==> config.mk <==
export PLATFORM = sky130hd
export DESIGN_NAME = dht11_emulador
export DESIGN_NICKNAME = d
export VERILOG_FILES = /design/src/rtl/dht11_emulador.sv
export SDC_FILE = /design/constraint.sdc
export NUM_CORES = 1
export LEC_CHECK = 0
export ABC_CLOCK_PERIOD_IN_PS = 3840
export BUFFER_PORTS_ARGS = -buffer_cell sky130_fd_sc_hd__buf_2
export CAP_MARGIN = 20
export CORE_MARGIN = 3
export CORE_UTILIZATION = 45
export CTS_CLUSTER_SIZE = 28
export DETAILED_ROUTE_END_ITERATION = 6
export GPL_TIMING_DRIVEN = 0
export PLACE_DENSITY = 0.71
export SETUP_SLACK_MARGIN = 0.5
export SLEW_MARGIN = 0
export SYNTH_ARGS = -nofsm -noshare
export SYNTH_HDL_FRONTEND = slang
export SYNTH_SLANG_ARGS = --single-unit
==> constraint.sdc <==
create_clock -name clock -period 3.84 [get_ports clock]
set_clock_uncertainty 0.05 [all_clocks]
set_input_delay 0.576 -clock clock [delete_from_list [all_inputs] [get_ports clock]]
set_output_delay 0.576 -clock clock [all_outputs]
set_load 0.02 [all_outputs]
==> src/rtl/dht11_emulador.sv <==
// DHT11 sensor emulator: detects the host start pulse on the single-wire bus and
// answers with the preamble, 40 data bits and the trailing low. The bus is only ever pulled low.
module dht11_emulador #(
  parameter int unsigned CICLOS_US      = 50,
  parameter int unsigned T_START_US     = 18000,
  parameter int unsigned T_ESPERA_US    = 30,
  parameter int unsigned T_RESP_US      = 80,
  parameter int unsigned T_BIT_BAIXO_US = 50,
  parameter int unsigned T_ZERO_US      = 27,
  parameter int unsigned T_UM_US        = 70
) (
  input  logic        clock,
  input  logic        reset,
  input  logic        habilita,
  input  logic [15:0] umidade,
  input  logic [15:0] temperatura,
  input  logic        injeta_erro_checksum,
  input  logic        dht_in,
  output logic        dht_puxa_baixo,
  output logic        ocupado,
  output logic        pronto,
  output logic [3:0]  db_estado
);

  localparam int unsigned START_CYC  = T_START_US * CICLOS_US;
  localparam int unsigned ESPERA_CYC = T_ESPERA_US * CICLOS_US;
  localparam int unsigned RESP_CYC   = T_RESP_US * CICLOS_US;
  localparam int unsigned BAIXO_CYC  = T_BIT_BAIXO_US * CICLOS_US;
  localparam int unsigned ZERO_CYC   = T_ZERO_US * CICLOS_US;
  localparam int unsigned UM_CYC     = T_UM_US * CICLOS_US;

  localparam int unsigned MAX_A   = (START_CYC > RESP_CYC) ? START_CYC : RESP_CYC;
  localparam int unsigned MAX_B   = (MAX_A > UM_CYC) ? MAX_A : UM_CYC;
  localparam int unsigned MAX_C   = (MAX_B > BAIXO_CYC) ? MAX_B : BAIXO_CYC;
  localparam int unsigned MAX_CYC = (MAX_C > ESPERA_CYC) ? MAX_C : ESPERA_CYC;
  localparam int          W       = $clog2(MAX_CYC + 1);

  typedef enum logic [3:0] {
    INICIAL      = 4'd0,
    ESPERA_BAIXO = 4'd1,
    MEDE_START   = 4'd2,
    ATRASO       = 4'd3,
    RESP_BAIXO   = 4'd4,
    RESP_ALTO    = 4'd5,
    BIT_BAIXO    = 4'd6,
    BIT_ALTO     = 4'd7,
    FIM_BAIXO    = 4'd8,
    FIM          = 4'd9
  } estado_t;

  estado_t        estado_q, estado_d;
  logic [W-1:0]   cnt_q, cnt_d;
  logic [39:0]    quadro_q, quadro_d;
  logic [5:0]     idx_q, idx_d;
  logic           ocupado_q, ocupado_d;
  logic [1:0]     sync_q;
  logic           dht_s;
  logic [W-1:0]   dur_m1;
  logic           fim_fase;
  logic [7:0]     soma;
  logic [7:0]     checksum;

  assign dht_s     = sync_q[1];
  assign soma      = umidade[15:8] + umidade[7:0] + temperatura[15:8] + temperatura[7:0];
  assign checksum  = soma ^ {7'b0, injeta_erro_checksum};
  assign ocupado   = ocupado_q;
  assign db_estado = estado_q;
  assign fim_fase  = (cnt_q == dur_m1);

  // Last count value of the current timed phase; the bit-high phase depends on the MSB in flight.
  always_comb begin
    dur_m1 = W'(ESPERA_CYC - 1);
    case (estado_q)
      RESP_BAIXO, RESP_ALTO: dur_m1 = W'(RESP_CYC - 1);
      BIT_BAIXO, FIM_BAIXO:  dur_m1 = W'(BAIXO_CYC - 1);
      BIT_ALTO:              dur_m1 = quadro_q[39] ? W'(UM_CYC - 1) : W'(ZERO_CYC - 1);
      default:               dur_m1 = W'(ESPERA_CYC - 1);
    endcase
  end

  always_comb begin
    estado_d       = estado_q;
    cnt_d          = cnt_q;
    quadro_d       = quadro_q;
    idx_d          = idx_q;
    ocupado_d      = ocupado_q;
    dht_puxa_baixo = 1'b0;
    pronto         = 1'b0;
    case (estado_q)
      INICIAL: estado_d = ESPERA_BAIXO;
      ESPERA_BAIXO: begin
        if (habilita && !dht_s) begin
          cnt_d    = '0;
          estado_d = MEDE_START;
        end
      end
      MEDE_START: begin
        // Counter saturates at the threshold so an arbitrarily long host low is still accepted.
        if (!dht_s) begin
          if (cnt_q != W'(START_CYC - 1)) cnt_d = cnt_q + 1'b1;
        end else if (cnt_q == W'(START_CYC - 1)) begin
          cnt_d     = '0;
          idx_d     = '0;
          ocupado_d = 1'b1;
          quadro_d  = {umidade, temperatura, checksum};
          estado_d  = ATRASO;
        end else begin
          estado_d = ESPERA_BAIXO;
        end
      end
      ATRASO: begin
        cnt_d = fim_fase ? '0 : cnt_q + 1'b1;
        if (fim_fase) estado_d = RESP_BAIXO;
      end
      RESP_BAIXO: begin
        dht_puxa_baixo = 1'b1;
        cnt_d = fim_fase ? '0 : cnt_q + 1'b1;
        if (fim_fase) estado_d = RESP_ALTO;
      end
      RESP_ALTO: begin
        cnt_d = fim_fase ? '0 : cnt_q + 1'b1;
        if (fim_fase) estado_d = BIT_BAIXO;
      end
      BIT_BAIXO: begin
        dht_puxa_baixo = 1'b1;
        cnt_d = fim_fase ? '0 : cnt_q + 1'b1;
        if (fim_fase) estado_d = BIT_ALTO;
      end
      BIT_ALTO: begin
        cnt_d = fim_fase ? '0 : cnt_q + 1'b1;
        if (fim_fase) begin
          quadro_d = {quadro_q[38:0], 1'b0};
          if (idx_q == 6'd39) begin
            estado_d = FIM_BAIXO;
          end else begin
            idx_d    = idx_q + 1'b1;
            estado_d = BIT_BAIXO;
          end
        end
      end
      FIM_BAIXO: begin
        dht_puxa_baixo = 1'b1;
        cnt_d = fim_fase ? '0 : cnt_q + 1'b1;
        if (fim_fase) estado_d = FIM;
      end
      FIM: begin
        pronto    = 1'b1;
        ocupado_d = 1'b0;
        estado_d  = ESPERA_BAIXO;
      end
      default: estado_d = INICIAL;
    endcase
  end

  always_ff @(posedge clock) begin
    if (reset) begin
      estado_q  <= INICIAL;
      cnt_q     <= '0;
      quadro_q  <= '0;
      idx_q     <= '0;
      ocupado_q <= 1'b0;
      sync_q    <= 2'b11;
    end else begin
      estado_q  <= estado_d;
      cnt_q     <= cnt_d;
      quadro_q  <= quadro_d;
      idx_q     <= idx_d;
      ocupado_q <= ocupado_d;
      sync_q    <= {sync_q[0], dht_in};
    end
  end

endmodule

==> impl_metrics.toml, run 1 <==
[setup_path]
rrSetupSlack_ns = 0.81
r2r_end = "quadro_q[17]$_SDFFE_PP0P_"
critPathLaunch = "umidade[9]"
cp-start-kind = "input port"
critPathMaxStageDelay_ns = 0.51
worstSetupEndpointType = "flop"
slowest_stage = "fa_1"
path_class = "in2reg"
cp.required_ns = 4.07
cp-endpoint = "quadro_q[7]$_SDFFE_PP0P_"
critPathMaxFanout = 3
crit_arrival_ns = 3.38
crit_chain = "buf_2 > inv_1 > fa_1 > fa_1 > inv_1 > ha_1 > fa_2 > a211oi_2 > nor2_1 > o21ai_0 > nand2b_1 > xnor2_1 > o21ai_0 > nor3_1"
worst-r2r-cell-count = 10
worstReg2RegStart = "db_estado[3]$_SDFFE_PP0P_"

[sta]
tns_ns = 0
drv_slew = 0
holdWs_ns = 0.3470
finalWorstPathRequiredPeriod_ns = 3.148
hold_viol = 0
rsz0062_at_grt = "no"
tightest_slew_ns = 0.8488
relSlewSlack = 0.4341
fmax_mhz = 317.7
final.period_utilization = 0.8197
finalSetupViolations = 0

[power]
p_clk_frac = 0.325
ir_drop_mv = 0.1957
total_leakage_power_nw = 2.154
internal_power_mw = 1.417
power_frac_seq = 0.362
swShare = 0.3512
powerDensity_nw_per_um2 = 401.5
power_frac_comb = 0.314
p_sw_mw = 0.7671

[logic_synthesis]
synth_edf_count = 0
mappedNetlistArea_um2 = 4795
async_reset_ff_frac = 0
syn_inst = 589
synth.distinct_cells = 69
synthFlopType = "dfxtp_1"
synth_commonest_cells = "dfxtp_1 (73), nor2_1 (61), inv_1 (45)"
synth-seq-area-share = 0.3048
synth_top_area_share = 0.3048
post-synth-top-count-cell = "dfxtp_1"
ys_ff_latch = 73
syn_area_per_cell_um2 = 8.140
syn-num-nets = 649
synth_area_leaders = "dfxtp_1 (30%), o31ai_1 (6.1%), fa_1 (5.8%)"
yosys_warnings = 0
netlist.top_cell.by_area = "dfxtp_1"

[die]
initial_utilization = 0.4644
die_w_um = 109.2
pin_count = 44
num_rows = 37
die-area_um2 = 11930
core_um2 = 10320
die_y_um = 109.2

[outcome]
outcome = "finished, final reports clean"

[placed_design]
dp_cells = 768
io_buffer_count = 43
place_area_um2 = 5180
detailed_place_hpwl_um = 9981
place.gp.congestion = 0.8885

[grt]
antenna_found_initial = 0
first_global_vias = 4660
grt_max_degree = 14
grt_pass1_wl_um = 22610
grt_overflow = 0
grt_usage = 0.2381

[clock_tree]
cts_tree = "yes"
clkSinkCount = 73
clk_path_buf_depth = 2
holdBufCountCts = 0
numCtsBuffers = 9
root_buffer = "clkbuf_8"
clkTransAtPathRegs_ns = 0.08
clock_latency_ns = 0.35
h-tree-depth = 3

[finish]
seq_area_um2 = 1461
drive_above_1_share = 0.1415
area_growth_pct = 13.47
finalNetCount = 705
stdcell_count = 786
num_antenna_cells = 0
post-route-util = 0.5270
fin_area_um2 = 5440
multi_input_area_um2 = 2974
fillCellCount = 993

[routing]
drtIter0Drc = 313
vias = 4700
detail_route.wl_per_cell_um = 17.19
wirelength_um = 13510
ant_nets = 0
first_pass_iters = 7
vias_per_cell = 5.980
drcViolationCount = 0

[min_path]
hold_path_class = "in2reg"

[job]
drv_cap = 0
==> timing repair <==
item / 4_1_cts / 5_1_grt
setup endpoints to repair: 0 / 41
resized for setup: 0 / 10
buffers inserted: 0 / 1
==> metrics by stage <==
stage | setup WS, ns | total power, mW
final | 0.6922 | 2.184
after global routing | 0.5601 | 2.304
after CTS | 0.5402 | 2.172
after detailed placement | 0.2289 | 1.464
after global placement | 0.2416 | 1.448
after floorplan | 0.6029 | 1.297
==> final cells by class <==
type	count	area share
Clock buffer	10	0.02530
Inverter	46	0.03174
Multi-Input combinational cell	424	0.5467
Clock inverter	6	0.01656
Tap cell	136	0.03128
Timing Repair Buffer	45	0.04186
Buffer	46	0.03795
Sequential cell	73	0.2686
==> kinds of logic (layout without fill, tap and decap cells) <==
family	count (synthesis)	in the layout	synth area share
adder cells (fa/ha/maj)	23	23	0.08194
AND/OR/NAND/NOR	219	219	0.2539
buffers and inverters	92	153	0.07828
multiplexers	21	21	0.04436
flip-flops	73	73	0.3048
XOR/XNOR	23	23	0.04201
AO/OA/AOI/OAI	138	138	0.1947
==> how the worst min path moves through the flow <==
stage / endpoint / from / cells past startpoint / slack [ns]
floorplan: sync_q[1]$_SDFF_PP1_ / sync_q[0]$_SDFF_PP1_ / 1 / 0.34
global placement: sync_q[1]$_SDFF_PP1_ / sync_q[0]$_SDFF_PP1_ / 1 / 0.35
detailed placement: sync_q[1]$_SDFF_PP1_ / sync_q[0]$_SDFF_PP1_ / 1 / 0.35
CTS: sync_q[0]$_SDFF_PP1_ / dht_in / 2 / 0.34
global route: sync_q[0]$_SDFF_PP1_ / dht_in / 2 / 0.35
finish: sync_q[0]$_SDFF_PP1_ / dht_in / 2 / 0.35
==> power by group through the flow <==
stage               registers, mW  clock network, mW  logic [mW]
CTS                         0.790              0.722       0.660
detailed placement          0.808                  0       0.656
global route                0.793              0.753       0.758
finish                      0.790              0.709       0.685
global placement            0.808                  0       0.640
floorplan                   0.817                  0       0.480
==> metal layers <==
| layer | wire length [um] | track usage | up-vias | share of wire |
|---|---|---|---|---|
| li1 | - | - | 2249 | - |
| met1 | 5744 | 0.2961 | 2233 | 0.43 |
| met2 | 6604 | 0.4149 | 194 | 0.49 |
| met3 | 904 | 0.04677 | 24 | 0.067 |
| met4 | 260 | 0.07302 | 0 | 0.019 |
| met5 | 0 | 0 | - | 0 |
==> worst max-delay path: cells and delay by family <==
family                     cells  cell delay, ns
and+or+nand+nor                3            0.34
adders and majority gates      4            1.58
xor gates and xnor gates       1            0.16
buffers and inverters          3            0.27
AOI/OAI and AO/OA              3            0.45
==> placed cells by master, fill, tap and decap left out, types with 19 or more instances in the layout <==
master	synthesis	layout
o31ai_1	39	39
mux2i_1	19	19
nor3_1	19	19
nand4_1	41	41
clkbuf_1	36	33
dfxtp_1	73	73
inv_1	45	45
xnor2_1	22	22
nor2_1	61	61
buf_2	5	49
nand2_1	20	20
a21oi_1	37	37
==> flip-flops by register name, summed over array words and instances, names as in the netlist <==
name and count:
sync_q 2, idx_q 6, ocupado 1, quadro_q 40, db_estado 4, cnt_q 20
(Power assumes the default switching activity.)
==> run 2, diff against run 1 <==
--- a/config.mk
+++ b/config.mk
@@ -5,7 +5,8 @@
 export SDC_FILE = /design/constraint.sdc
 export NUM_CORES = 1
 export LEC_CHECK = 0
-export ABC_CLOCK_PERIOD_IN_PS = 3840
+export ABC_AREA = 1
+export ABC_CLOCK_PERIOD_IN_PS = 3100
 export BUFFER_PORTS_ARGS = -buffer_cell sky130_fd_sc_hd__buf_2
 export CAP_MARGIN = 20
 export CORE_MARGIN = 3
==> constraint.sdc (replaced) <==
create_clock -name clock -period 3.1 [get_ports clock]
set_clock_uncertainty 0.05 [all_clocks]
set_input_delay 0.465 -clock clock [delete_from_list [all_inputs] [get_ports clock]]
set_output_delay 0.465 -clock clock [all_outputs]
set_load 0.02 [all_outputs]
==> impl_metrics.toml, run 2 <==
[setup_path]
crit_chain = "buf_8 > inv_8 > fa_1 > fa_1 > inv_2 > ha_4 > fa_2 > inv_2 > nor3_2 > nor2_1 > nand3_1 > nand2_1 > o22ai_2 > nor2_1 > nor2_1"
crit_arrival_ns = 2.78
cp-start-kind = "input port"
crit_buf_inv = 4
cp.required_ns = 3.29
critPathMaxFanout = 3
critPathLaunch = "temperatura[1]"
worstReg2RegStart = "db_estado[2]$_SDFFE_PP0P_"
critPathMaxStageDelay_ns = 0.51
slowest_stage = "fa_1"
worstSetupEndpointType = "flop"
cpLargestDelayFamily = "adder cells"
path_class = "in2reg"
cp_common_cell = "nor2_1"

[die]
core_um2 = 11080
die_w_um = 113.6
initial_utilization = 0.4701
num_rows = 38
die_y_um = 113.6
die-area_um2 = 12900
pin_count = 44

[clock_tree]
cts_tree = "yes"
clkTransAtPathRegs_ns = 0.06
root_buffer = "clkbuf_16"
h-tree-depth = 3
clock_latency_ns = 0.35
holdBufCountCts = 0
clkSinkCount = 73
numCtsBuffers = 9
clk_path_buf_depth = 2

[job]
drv_cap = 0

[sta]
fmax_mhz = 386.4
rsz0062_at_grt = "yes"
final.period_utilization = 0.8349
drv_slew = 0
tns_ns = 0
tightest_slew_ns = 0.6205
finalWorstPathRequiredPeriod_ns = 2.588
relSlewSlack = 0.5863
finalSetupViolations = 0
hold_viol = 0

[routing]
met3WireLength_um = 841
wl_met1_um = 6516
vias_per_cell = 4.999
wirelength_um = 13800
detail_route.wl_per_cell_um = 12.93
routed.top_layer = "met4"
first_pass_iters = 5
ant_nets = 0
vias = 5334
drtIter0Drc = 417
drcViolationCount = 0
wl_met2_um = 6119

[placed_design]
dp_cells = 1051
detailed_place_hpwl_um = 10340
io_buffer_count = 43
place.gp.congestion = 0.9483

[logic_synthesis]
syn_area_per_cell_um2 = 5.999
synth_area_leaders = "dfxtp_1 (28%), nand2_1 (18%), nor2_1 (10%)"
muxShareOfSynthArea = 0
synth_edf_count = 0
syn_inst = 868
synth-xor-area-share = 0.03196
synth-seq-area-share = 0.2806
synth_compound_area_frac = 0.09058
mappedNetlistArea_um2 = 5207
ys_ff_latch = 73
async_reset_ff_frac = 0
synth-simple-area-share = 0.3890
synth_commonest_cells = "nand2_1 (253), nor2_1 (140), inv_1 (134)"
synth_top_family_by_area = "simple AND/OR/NAND/NOR gates"
post-synth-top-count-cell = "nand2_1"
netlist.top_cell.by_area = "dfxtp_1"
synth.distinct_cells = 34
syn-num-nets = 928
synth_top_area_share = 0.2806
synthAdderAreaFrac = 0.07544
yosys_warnings = 0
synthFlopType = "dfxtp_1"

[grt]
grt_max_degree = 13
grt_pass1_wl_um = 23740
grt_overflow = 0
first_global_vias = 5070
antenna_found_initial = 0
grt_usage = 0.2248

[power]
total_leakage_power_nw = 2.982
ir_drop_mv = 0.4183
powerDensity_nw_per_um2 = 584.5
p_total_mw = 3.532

[finish]
layout_commonest_cell = "nand2_1"
area_growth_pct = 16.05
finalNetCount = 983
drive_above_1_share = 0.1187
reg_top3 = "quadro_q x40, cnt_q x20, idx_q x6"
largest_register_ffs = 40
stdcell_count = 1067
num_antenna_cells = 0
post-route-util = 0.5455
regMostFlops = "quadro_q"
final_cell_mix = "nand2_1 (253), nor2_1 (138), inv_1 (128)"

[min_path]
min_from = "dht_in"
hold_path_class = "in2reg"

[outcome]
outcome = "finished, final reports clean"
## run 2: layer usage
metal,global-route usage,up-vias
met5,0,-
li1,-,2787
met3,0.03554,20
met1,0.3050,2365
met2,0.3569,162
met4,0.09135,0
## run 2: power by group
part	switching [mW]	internal (mW)
clock	0.425	0.721
sequential	0.0627	1.01
combinational	0.862	0.455
total	1.35	2.18
## run 2: cell type report
class | instances | area [um^2]
plain buffers | 34 | 173.9
clock buffers | 10 | 239.0
clock inverters | 5 | 80.08
fillers | 1147 | 5035
inverters | 138 | 525.5
multi-input cells | 623 | 3143
flip-flops and latches | 73 | 1461
well taps | 140 | 175.2
repair buffers | 44 | 245.2
## run 2: path summary, 6_finish.rpt
check                                           endpoint  slack (ns)  cells after the start
worst min-delay path                sync_q[0]$_SDFF_PP1_        0.25                      2
worst max-delay path            quadro_q[7]$_SDFFE_PP0P_        0.51                     15
worst min register to register      sync_q[1]$_SDFF_PP1_        0.38                      1
worst max register to register    cnt_q[11]$_SDFFE_PP0P_        0.62                     14
## run 2: worst register-to-register path: cells and delay by family (launching register included)
family,cells,cell delay (ns)
compound gates,1,0.07
flops,1,0.47
simple gates,11,1.42
buf+inv,2,0.33
## run 2: repair_timing
| item | CTS | global route |
|---|---|---|
| gates resized for setup | 1 | 16 |
| endpoints found under the setup margin | 2 | 62 |
| buffers inserted | 0 | 1 |
| gates cloned | 0 | 0 |
| pin swaps | 0 | 1 |
## run 2: cells by family (layout without fill, tap and decap cells)
kind of cell	Yosys count	after routing
fa+ha+maj	23	23
flops	73	73
simple gates	490	490
compound gates	91	91
xor+xnor	19	19
buf+inv	172	231
## run 2: per-stage QoR
| stage | setup slack (ns) | hold slack (ns) | cell area, um^2 |
|---|---|---|---|
| after floorplan | 0.3940 | 0.3395 | 5273 |
| after global placement | 0.1122 | 0.3537 | 5663 |
| after detailed placement | 0.09299 | 0.3662 | 5663 |
| after CTS | 0.5019 | 0.2364 | 5984 |
| after global routing | 0.3202 | 0.2672 | 6043 |
| final | 0.5117 | 0.2470 | 6043 |
==> run 3, diff against run 2 <==
--- a/config.mk
+++ b/config.mk
@@ -5,8 +5,8 @@
 export SDC_FILE = /design/constraint.sdc
 export NUM_CORES = 1
 export LEC_CHECK = 0
-export ABC_AREA = 1
-export ABC_CLOCK_PERIOD_IN_PS = 3100
+export ABC_AREA = 0
+export ABC_CLOCK_PERIOD_IN_PS = 2700
 export BUFFER_PORTS_ARGS = -buffer_cell sky130_fd_sc_hd__buf_2
 export CAP_MARGIN = 20
 export CORE_MARGIN = 3
==> constraint.sdc (replaced) <==
create_clock -name clock -period 2.7 [get_ports clock]
set_clock_uncertainty 0.05 [all_clocks]
set_input_delay 0.405 -clock clock [delete_from_list [all_inputs] [get_ports clock]]
set_output_delay 0.405 -clock clock [all_outputs]
set_load 0.02 [all_outputs]
==> impl_metrics.toml, run 3 (synthesized netlist as in run 1, its figures left out) <==
[routing]
detail_route.wl_per_cell_um = 20.01
first_pass_iters = 5
drtIter0Drc = 446
ant_nets = 0
wirelength_um = 16690
vias = 5186
drcViolationCount = 0
vias_per_cell = 6.218

[placed_design]
io_buffer_count = 43
pre_cts_slack_ns = -0.5097
detailed_place_hpwl_um = 10300
place_area_um2 = 5440
place.gp.congestion = 0.8920

[finish]
num_antenna_cells = 0
finalNetCount = 754
largest_register_ffs = 40
seq_area_um2 = 1484
drive_above_1_share = 0.3883
regMostFlops = "quadro_q"
post-route-util = 0.6851
reg_top3 = "quadro_q x40, cnt_q x20, idx_q x6"
area_growth_pct = 47.52
fillCellCount = 751
final_cell_mix = "dfxtp_1 (61), nor2_1 (51), nand4_1 (41)"
layout_commonest_cell = "dfxtp_1"
fin_area_um2 = 7073
multi_input_area_um2 = 3779

[clock_tree]
h-tree-depth = 3
clk_path_buf_depth = 2
cts_tree = "yes"
clkSinkCount = 73
root_buffer = "clkbuf_8"
holdBufCountCts = 0
clkTransAtPathRegs_ns = 0.08
clock_latency_ns = 0.37
numCtsBuffers = 9

[outcome]
outcome = "complete, but fails checks"
failed_checks = "setup timing"

[power]
swShare = 0.3812
total_leakage_power_nw = 2.755
p_sw_mw = 1.306
powerDensity_nw_per_um2 = 484.6
p_clk_frac = 0.235
internal_power_mw = 2.121
power_frac_comb = 0.431
power_frac_seq = 0.334
ir_drop_mv = 0.2395

[grt]
antenna_found_initial = 0
grt_overflow = 0
grt_max_degree = 13
grt_pass1_wl_um = 25200
first_global_vias = 4903
grt_usage = 0.2689

[setup_path]
cp-start-kind = "input port"
critPathMaxFanout = 2
path_class = "in2reg"
worstSetupEndpointType = "flop"
cp.required_ns = 2.90
crit_arrival_ns = 3.05

[job]
drv_cap = 0

[sta]
fmax_mhz = 350.1
hold_viol = 0
drv_slew = 0
rsz0062_at_grt = "yes"
fin_ws_ns = -0.1564
tightest_slew_ns = 1.038
final.period_utilization = 1.058
finalSetupViolations = 2
finalWorstPathRequiredPeriod_ns = 2.856
relSlewSlack = 0.3079

[die]
die_y_um = 109.2
num_rows = 37
core_um2 = 10320
pin_count = 44
die_w_um = 109.2
die-area_um2 = 11930
initial_utilization = 0.4644

[min_path]
hold_path_class = "in2reg"
[run 3: area by class of cell]
cell class	instances	share of cell area
flip-flops and latches	73	0.2098
plain buffers	46	0.06474
multi-input cells	424	0.5342
clock buffers	13	0.02247
well taps	136	0.02406
clock inverters	2	0.002123
inverters	46	0.02795
repair buffers	94	0.1146
[run 3: worst max-delay path: stages]
cell and delay, ns:
buf_6 0.08, inv_4 0.03, fa_1 0.51, fa_1 0.52, inv_2 0.05, ha_4 0.16, fa_2 0.40, buf_4 0.15
buf_6 0.11, a21oi_2 0.12, nor2_1 0.05, nor3_1 0.18, o21ai_1 0.08, o211ai_1 0.12, mux2i_1 0.09
[run 3: timing repair]
| item | in CTS | in global routing |
|---|---|---|
| buffers inserted | 34 | 7 |
| resized for setup | 129 | 75 |
| pin swaps | 65 | 25 |
| setup endpoints to repair | 70 | 70 |
| cloned | 8 | 1 |
[run 3: routing by layer]
metal / global-route usage / up-vias / share of wire / wire length [um]
met2: 0.4329 / 296 / 0.48 / 8055
met4: 0.09439 / 0 / 0.028 / 465
li1: - / 2357 / - / -
met5: 0 / - / 0 / 0
met1: 0.3623 / 2489 / 0.41 / 6813
met3: 0.04855 / 44 / 0.081 / 1353
[run 3: power by group through the flow]
stage	sequential, mW	combinational, mW	clock (mW)
after floorplan	1.17	0.801	0
after global placement	1.16	1.05	0
after detailed placement	1.16	1.06	0
after CTS	1.14	1.33	0.803
after global routing	1.15	1.58	0.850
final	1.15	1.48	0.804
[run 3: metrics by stage]
stage / power [mW] / std cells / setup TNS (ns) / hold WS, ns
3_3_place_gp: 2.210 / 768 / -2.565 / 0.3472
4_1_cts: 3.274 / 825 / -0.03313 / 0.1688
2_1_floorplan: 1.975 / 589 / -0.2391 / 0.3395
6_report: 3.427 / 834 / -0.2599 / 0.1718
5_1_grt: 3.579 / 834 / -0.6444 / 0.1665
3_5_place_dp: 2.225 / 768 / -4.447 / 0.3728
[run 3: worst paths after layout]
kind	startpoint	endpoint	slack [ns]	cells past startpoint
max	umidade[1]	quadro_q[5]$_SDFFE_PP0P_	-0.16	15
min	dht_in	sync_q[0]$_SDFF_PP1_	0.17	2
max reg2reg	db_estado[0]$_SDFFE_PP0P_	quadro_q[10]$_SDFFE_PP0P_	0.06	12
min reg2reg	sync_q[0]$_SDFF_PP1_	sync_q[1]$_SDFF_PP1_	0.41	1
